## config.mk

```make
export PLATFORM = sky130hd
export DESIGN_NAME = rd_addr_ctr_flat
export DESIGN_NICKNAME = d
export VERILOG_FILES = /design/src/rtl/rd_addr_ctr_if.sv /design/src/rtl/rd_addr_ctr.sv /design/src/flat_wrapper.sv
export SDC_FILE = /design/constraint.sdc
export NUM_CORES = 1
export LEC_CHECK = 0
export BUFFER_PORTS_ARGS = -buffer_cell sky130_fd_sc_hd__buf_2
export CAP_MARGIN = 5
export CORE_UTILIZATION = 47
export CTS_CLUSTER_DIAMETER = 60
export DETAILED_ROUTE_END_ITERATION = 16
export PLACE_DENSITY = 0.8
export SYNTH_ARGS = -nofsm -noshare
export SYNTH_HDL_FRONTEND = slang
export SYNTH_SLANG_ARGS = --single-unit
```

## constraint.sdc

```tcl
create_clock -name clk -period 1.9 [get_ports clk]
set_clock_uncertainty 0.15 [all_clocks]
set_input_delay 0.095 -clock clk [delete_from_list [all_inputs] [get_ports clk]]
set_output_delay 0.095 -clock clk [all_outputs]
set_load 0.01 [all_outputs]
```

## src/rtl/rd_addr_ctr_if.sv

```systemverilog
// DDR read-request bus between the read address controller and the DDR read engine.
// master = address controller, slave = DDR read engine.
interface rd_addr_ctr_if #(
  parameter int unsigned ADDR_WIDTH   = 30,
  parameter int unsigned RD_NUM_WIDTH = 28
);
  logic                    rd_addr_valid;
  logic [ADDR_WIDTH-1:0]   rd_ddr_addr;
  logic [RD_NUM_WIDTH-1:0] rd_ddr_num;
  logic                    rd_ddr_done;

  modport master (
    output rd_addr_valid,
    output rd_ddr_addr,
    output rd_ddr_num,
    input  rd_ddr_done
  );

  modport slave (
    input  rd_addr_valid,
    input  rd_ddr_addr,
    input  rd_ddr_num,
    output rd_ddr_done
  );
endinterface

```

## src/rtl/rd_addr_ctr.sv

```systemverilog
// Read-side frame address controller: on each display vsync requests a burst read of
// the most recently completed slot of the 8-slot DDR frame ring.
//
// state  | meaning
// IDLE   | waiting for a vsync rise; accepts only once the writer has produced a frame
// ARM    | rd_addr_valid held high for VALID_CYC cycles
// BUSY   | waiting for DDR read done (optional watchdog)
module rd_addr_ctr #(
  parameter logic [31:0]  START_ADDR   = 32'h0080_0000,
  parameter logic [31:0]  BLOCK_SIZE   = 32'h0008_0000,
  parameter logic [31:0]  RD_NUM       = 32'd5400,
  parameter int unsigned  ADDR_WIDTH   = 30,
  parameter int unsigned  RD_NUM_WIDTH = 28,
  parameter int unsigned  VALID_CYC    = 5,
  parameter logic [23:0]  TIMEOUT_CYC  = 24'd0
) (
  input  logic        clk,
  input  logic        rst_n,
  input  logic        i_rd_vs,
  input  logic [2:0]  i_wr_fram_cnt,
  rd_addr_ctr_if.master ddr,
  output logic [2:0]  o_rd_fram_cnt,
  output logic        o_rd_vs_out,
  output logic        o_rd_repeat,
  output logic        o_rd_vs_miss,
  output logic        o_rd_err
);

  localparam logic [1:0] S_IDLE = 2'd0;
  localparam logic [1:0] S_ARM  = 2'd1;
  localparam logic [1:0] S_BUSY = 2'd2;

  localparam logic [3:0]  VALID_LAST = 4'(VALID_CYC - 1);
  localparam logic [23:0] WD_LAST    = TIMEOUT_CYC - 24'd1;
  localparam bit          WD_EN      = (TIMEOUT_CYC != 24'd0);

  logic [1:0]            r_state;
  logic [2:0]            r_vs_sync;
  logic [2:0]            r_done_sync;
  logic                  r_has_frame;
  logic                  r_prior;
  logic [2:0]            r_last_sel;
  logic [3:0]            r_valid_cnt;
  logic [23:0]           r_wd_cnt;
  logic                  r_valid;
  logic [ADDR_WIDTH-1:0] r_addr;
  logic [2:0]            r_fram_cnt;
  logic                  r_vs_out;
  logic                  r_repeat;
  logic                  r_vs_miss;
  logic                  r_err;

  logic                  w_vs_rise;
  logic                  w_done_rise;
  logic [2:0]            w_sel;
  logic [39:0]           w_addr_word;
  logic [39:0]           w_addr_byte;

  assign w_vs_rise   = r_vs_sync[1] & ~r_vs_sync[2];
  assign w_done_rise = r_done_sync[1] & ~r_done_sync[2];

  // Newest complete slot is one behind the writer's counter; 3-bit wrap maps 0 to 7.
  assign w_sel       = i_wr_fram_cnt - 3'd1;
  assign w_addr_word = 40'(START_ADDR) + 40'(w_sel) * 40'(BLOCK_SIZE);
  assign w_addr_byte = {w_addr_word[37:0], 2'b00};

  assign ddr.rd_addr_valid = r_valid;
  assign ddr.rd_ddr_addr   = r_addr;
  assign ddr.rd_ddr_num    = RD_NUM[RD_NUM_WIDTH-1:0];
  assign o_rd_fram_cnt     = r_fram_cnt;
  assign o_rd_vs_out       = r_vs_out;
  assign o_rd_repeat       = r_repeat;
  assign o_rd_vs_miss      = r_vs_miss;
  assign o_rd_err          = r_err;

  always_ff @(posedge clk or negedge rst_n) begin
    if (!rst_n) begin
      r_vs_sync   <= 3'b000;
      r_done_sync <= 3'b000;
      r_has_frame <= 1'b0;
    end else begin
      r_vs_sync   <= {r_vs_sync[1:0], i_rd_vs};
      r_done_sync <= {r_done_sync[1:0], ddr.rd_ddr_done};
      if (i_wr_fram_cnt != 3'd0)
        r_has_frame <= 1'b1;
    end
  end

  always_ff @(posedge clk or negedge rst_n) begin
    if (!rst_n) begin
      r_state     <= S_IDLE;
      r_prior     <= 1'b0;
      r_last_sel  <= 3'd0;
      r_valid_cnt <= 4'd0;
      r_wd_cnt    <= 24'd0;
      r_valid     <= 1'b0;
      r_addr      <= '0;
      r_fram_cnt  <= 3'd0;
      r_vs_out    <= 1'b0;
      r_repeat    <= 1'b0;
      r_vs_miss   <= 1'b0;
      r_err       <= 1'b0;
    end else begin
      r_vs_out  <= 1'b0;
      r_repeat  <= 1'b0;
      r_vs_miss <= 1'b0;
      case (r_state)
        S_IDLE: begin
          if (w_vs_rise) begin
            if (r_has_frame) begin
              r_addr      <= w_addr_byte[ADDR_WIDTH-1:0];
              r_vs_out    <= 1'b1;
              r_repeat    <= r_prior && (w_sel == r_last_sel);
              r_last_sel  <= w_sel;
              r_prior     <= 1'b1;
              r_valid     <= 1'b1;
              r_valid_cnt <= 4'd0;
              r_state     <= S_ARM;
            end else begin
              r_vs_miss <= 1'b1;
            end
          end
        end
        S_ARM: begin
          if (w_vs_rise)
            r_vs_miss <= 1'b1;
          if (r_valid_cnt == VALID_LAST) begin
            r_valid  <= 1'b0;
            r_wd_cnt <= 24'd0;
            r_state  <= S_BUSY;
          end else begin
            r_valid_cnt <= r_valid_cnt + 4'd1;
          end
        end
        S_BUSY: begin
          if (w_vs_rise)
            r_vs_miss <= 1'b1;
          // done takes priority over a watchdog expiry in the same cycle
          if (w_done_rise) begin
            r_fram_cnt <= r_last_sel;
            r_state    <= S_IDLE;
          end else if (WD_EN && (r_wd_cnt == WD_LAST)) begin
            r_err   <= 1'b1;
            r_state <= S_IDLE;
          end else if (WD_EN) begin
            r_wd_cnt <= r_wd_cnt + 24'd1;
          end
        end
        default: r_state <= S_IDLE;
      endcase
    end
  end

endmodule

```

## src/flat_wrapper.sv

```systemverilog
// flat-port wrapper written by rule: the top's interface ports become plain ports
module rd_addr_ctr_flat 
#(
  parameter logic [31:0]  START_ADDR   = 32'h0080_0000,
  parameter logic [31:0]  BLOCK_SIZE   = 32'h0008_0000,
  parameter logic [31:0]  RD_NUM       = 32'd5400,
  parameter int unsigned  ADDR_WIDTH   = 30,
  parameter int unsigned  RD_NUM_WIDTH = 28,
  parameter int unsigned  VALID_CYC    = 5,
  parameter logic [23:0]  TIMEOUT_CYC  = 24'd0
)
  (clk, rst_n, i_rd_vs, i_wr_fram_cnt, o_rd_fram_cnt, o_rd_vs_out, o_rd_repeat, o_rd_vs_miss, o_rd_err, ddr_rd_addr_valid, ddr_rd_ddr_addr, ddr_rd_ddr_num, ddr_rd_ddr_done);
  rd_addr_ctr_if #(.ADDR_WIDTH(ADDR_WIDTH), .RD_NUM_WIDTH(RD_NUM_WIDTH)) ddr_i ();
  input  logic clk;
  input  logic rst_n;
  input  logic i_rd_vs;
  input  logic [2:0] i_wr_fram_cnt;
  output logic [2:0] o_rd_fram_cnt;
  output logic o_rd_vs_out;
  output logic o_rd_repeat;
  output logic o_rd_vs_miss;
  output logic o_rd_err;
  output wire logic [$bits(ddr_i.rd_addr_valid)-1:0] ddr_rd_addr_valid;
  output wire logic [$bits(ddr_i.rd_ddr_addr)-1:0] ddr_rd_ddr_addr;
  output wire logic [$bits(ddr_i.rd_ddr_num)-1:0] ddr_rd_ddr_num;
  input wire logic [$bits(ddr_i.rd_ddr_done)-1:0] ddr_rd_ddr_done;
  assign ddr_rd_addr_valid = ddr_i.rd_addr_valid;
  assign ddr_rd_ddr_addr = ddr_i.rd_ddr_addr;
  assign ddr_rd_ddr_num = ddr_i.rd_ddr_num;
  assign ddr_i.rd_ddr_done = ddr_rd_ddr_done;
  rd_addr_ctr #(.START_ADDR(START_ADDR), .BLOCK_SIZE(BLOCK_SIZE), .RD_NUM(RD_NUM), .ADDR_WIDTH(ADDR_WIDTH), .RD_NUM_WIDTH(RD_NUM_WIDTH), .VALID_CYC(VALID_CYC), .TIMEOUT_CYC(TIMEOUT_CYC)) u_core (.clk(clk), .rst_n(rst_n), .i_rd_vs(i_rd_vs), .i_wr_fram_cnt(i_wr_fram_cnt), .ddr(ddr_i), .o_rd_fram_cnt(o_rd_fram_cnt), .o_rd_vs_out(o_rd_vs_out), .o_rd_repeat(o_rd_repeat), .o_rd_vs_miss(o_rd_vs_miss), .o_rd_err(o_rd_err));
endmodule
```

==> results by group <==
Outcome
  • Status: finished clean

Synthesis
  • Sequential-to-total area share from yosys stat: 0.382
  • YS warnings: 1
  • Seq cells post-synth: 24
  • Compound-Gate Fraction of Synth Area: 0.0692
  • Mapped cell area: 1570 um2
  • Synth Area in XOR/XNOR: 0.0223
  • Post-Synth Adder-Cell Area: 0.0636
  • Post-Syn Instances: 161
  • Distinct cells, synth: 30
  • Simple-Gate Fraction of Synth Area: 0.137
  • Largest family of logic cells by synthesized area: buffers and inverters
  • Post-synthesis mux area share: 0.0215
  • Post-synthesis average cell area: 9.78 um2

STA
  • Fin. max-slew vios: 0
  • Setup TNS Final: 0 ps
  • Final hold vios: 0
  • Tmin final: 1670 ps
  • Setup violators final: 0
  • Final worst slack: 235 ps
  • Final hold slack: 12.7 ps
  • Worst-Margin Slew: 523 ps
  • Relative slew slack: 0.651
  • F_max: 600 MHz
  • Tcrit/Tclk final: 0.876
  • RSZ-0062 raised after global routing: false

Cells and area
  • Register area: 601 um2
  • Commonest non-fill, non-tap cell in the layout: conb_1
  • Fin nets: 199
  • Finished Layout Cells: 227
  • Area delta synth->final: 0.636%
  • Commonest cells after routing, fill and taps aside: conb_1, dfrtp_1, buf_2, nand2_1, inv_1
  • Ant diodes: 0
  • Fillers: 303
  • Area occupied by multi-input gates: 699 um2
  • Layout cell share with drive strength beyond 1: 0.169

Setup path
  • Crit path max fanout: 6
  • Setup Crit Path Kind: reg -> reg
  • CP Depth: 6
  • Top Family by Delay on Critical Path: flip-flops
  • Crit. End Element: flop
  • Worst EP arrival: 1730 ps
  • Buf/Inv on CP: 1
  • R2R depth: 6
  • Worst setup SP type: flop
  • WP data required: 1960 ps
  • Crit path max-delay cell type: dfrtp_1
  • Crit path largest cell delay: 440 ps
  • Crit-path cells: inv_1, ha_1, nand4b_2, a21boi_4, a22oi_1, nand2_1

CTS
  • Clock-pin slew on the worst setup and hold paths: 130 ps
  • CTS tree: done
  • Root Buffer: clkbuf_4
  • Worst skew pair latency: 310 ps
  • Clock sink total: 24
  • CTS Buf Count: 3
  • H-tree Lvls: 1
  • Clk buf depth: 2
  • # resized after CTS: 0

Die
  • Die width: 59.9 um
  • Num ports: 73
  • Core area: 3100 um2
  • Die height: 59.9 um
  • Row cnt: 20
  • Initial Utilization: 0.507
  • Die ar.: 3580 um2

Placement
  • Worst slack, placed: 258 ps
  • Post-DP HPWL: 1.69 mm
  • RD Place Congestion: 0.777
  • Cells after DPL: 218
  • Port buffer count: 17

GRT
  • Number of global-route vias before repair: 796
  • Global-route wire length before repair: 3.36 mm
  • GR Util All Layers: 0.125
  • Antenna violations before repair: 0
  • Total global routing overflow: 0
  • Maximum number of pins on one net before global-route repair: 25

Power
  • Power Density: 1020 nW/um2
  • Leak pwr: 0.845 nW
  • Worst vdd ir: 0.434 mV
  • Total power after layout: 1.62 mW

Routing
  • Total routed wirelength: 2.25 mm
  • Final ANT Viol Nets: 0
  • Vias: 937
  • Residual DRC: 0
  • Routed wire per std cell: 9.90 um
  • TritonRoute pass-1 iters: 4
  • Initial DRC Count: 13
  • DR vias/cell: 4.13

Hold path
  • Worst hold path type: in -> reg
  • Worst hold stages: 4

Flow run
  • Max Cap Viol: 0
==> layer usage <==
layer | part of all wire | GRT usage
met2 | 0.52 | 0.216
met5 | 0 | 0
met4 | 0.0036 | 0.0365
met1 | 0.43 | 0.156
met3 | 0.050 | 0.0281
==> what timing repair did <==
action | 4_1_cts | 5_1_grt
setup buffers | 0 | 0
hold endpoints to repair | 30 | 0
hold buffers | 5 | 0
==> Yosys cell counts (all sizes together) <==
| cell | count | area (um2) |
|---|---|---|
| nor2 | 5 | 18.8 |
| dfrtp | 24 | 601 |
| xnor2 | 3 | 26.3 |
| nand3b | 2 | 15.0 |
| or2b | 1 | 7.51 |
| nand4 | 2 | 12.5 |
| conb | 2 | 7.51 |
| a31oi | 2 | 12.5 |
| nand2 | 11 | 41.3 |
| o2bb2ai | 1 | 8.76 |
| nor4b | 1 | 8.76 |
| nand4b | 1 | 15.0 |
| a21boi | 1 | 18.8 |
| xor2 | 1 | 8.76 |
| o21ai | 3 | 15.0 |
| buf | 58 | 439 |
| and2b | 1 | 8.76 |
| nor4 | 1 | 12.5 |
| a22oi | 1 | 7.51 |
| nor3 | 2 | 15.0 |
| nand3 | 7 | 35.0 |
| mux2 | 3 | 33.8 |
| inv | 9 | 33.8 |
| ha | 8 | 100 |
| nor2b | 1 | 6.26 |
| nand2b | 3 | 18.8 |
| a21oi | 7 | 46.3 |
==> power by group <==
group / switching [mW] / internal (mW)
Combinational: 0.344 / 0.213
Clock: 0.148 / 0.213
Sequential: 0.0950 / 0.605
Total: 0.587 / 1.03
==> metrics by stage <==
stage               area (um2)  utilization
detailed placement        1480        0.477
CTS                       1580        0.510
global placement          1480        0.477
floorplan                 1770            -
global route              1580        0.510
finish                    1580        0.510
==> logic make-up (layout without fill, tap and decap cells) <==
logic type,Yosys count,count (layout)
flip-flops,24,24
buffers and inverters,67,36
XOR/XNOR,4,4
other,2,55
AND/OR/NAND/NOR,38,38
AO/OA/AOI/OAI,15,15
multiplexers,3,3
adder cells (fa/ha/maj),8,8
==> state kept, by name (all words and copies together), names as in the netlist <==
| name | flops |
|---|---|
| u_core.ddr.rd_addr_valid | 1 |
| u_core.r_last_sel | 2 |
| u_core.o_rd_vs_miss | 1 |
| u_core.r_valid_cnt | 4 |
| u_core.o_rd_vs_out | 1 |
| u_core.r_state | 2 |
| u_core.r_vs_sync | 3 |
| u_core.ddr.rd_ddr_addr | 2 |
| u_core.o_rd_repeat | 1 |
| u_core.r_done_sync | 3 |
| u_core.r_has_frame | 1 |
| u_core.o_rd_fram_cnt | 3 |
==> worst min-delay path: stages <==
cell,delay (ps)
buf_2,70
inv_1,50
ha_1,180
nand2_1,50
==> final cells by class <==
type	count	area share
clock inverter	1	0.0190
timing repair buffer	23	0.0900
tap	44	0.0348
inverter	9	0.0213
sequential	24	0.379
clock buffer	3	0.0142
multi-input combinational	123	0.442
==> path summary, 6_finish.rpt <==
check,from,slack [ps],to
max in group asynchronous,rst_n,1110,u_core.r_valid_cnt[2]$_DFFE_PN0P_
min in group asynchronous,rst_n,130,u_core.o_rd_vs_miss$_DFF_PN0_
max,u_core.r_state[1]$_DFFE_PN0P_,230,u_core.r_valid_cnt[3]$_DFFE_PN0P_
min,i_wr_fram_cnt[1],10,u_core.r_has_frame$_DFFE_PN0P_
min reg2reg,u_core.r_done_sync[0]$_DFF_PN0_,210,u_core.r_done_sync[1]$_DFF_PN0_
max reg2reg,u_core.r_state[1]$_DFFE_PN0P_,230,u_core.r_valid_cnt[3]$_DFFE_PN0P_
Power figures use the tool's default switching activity.
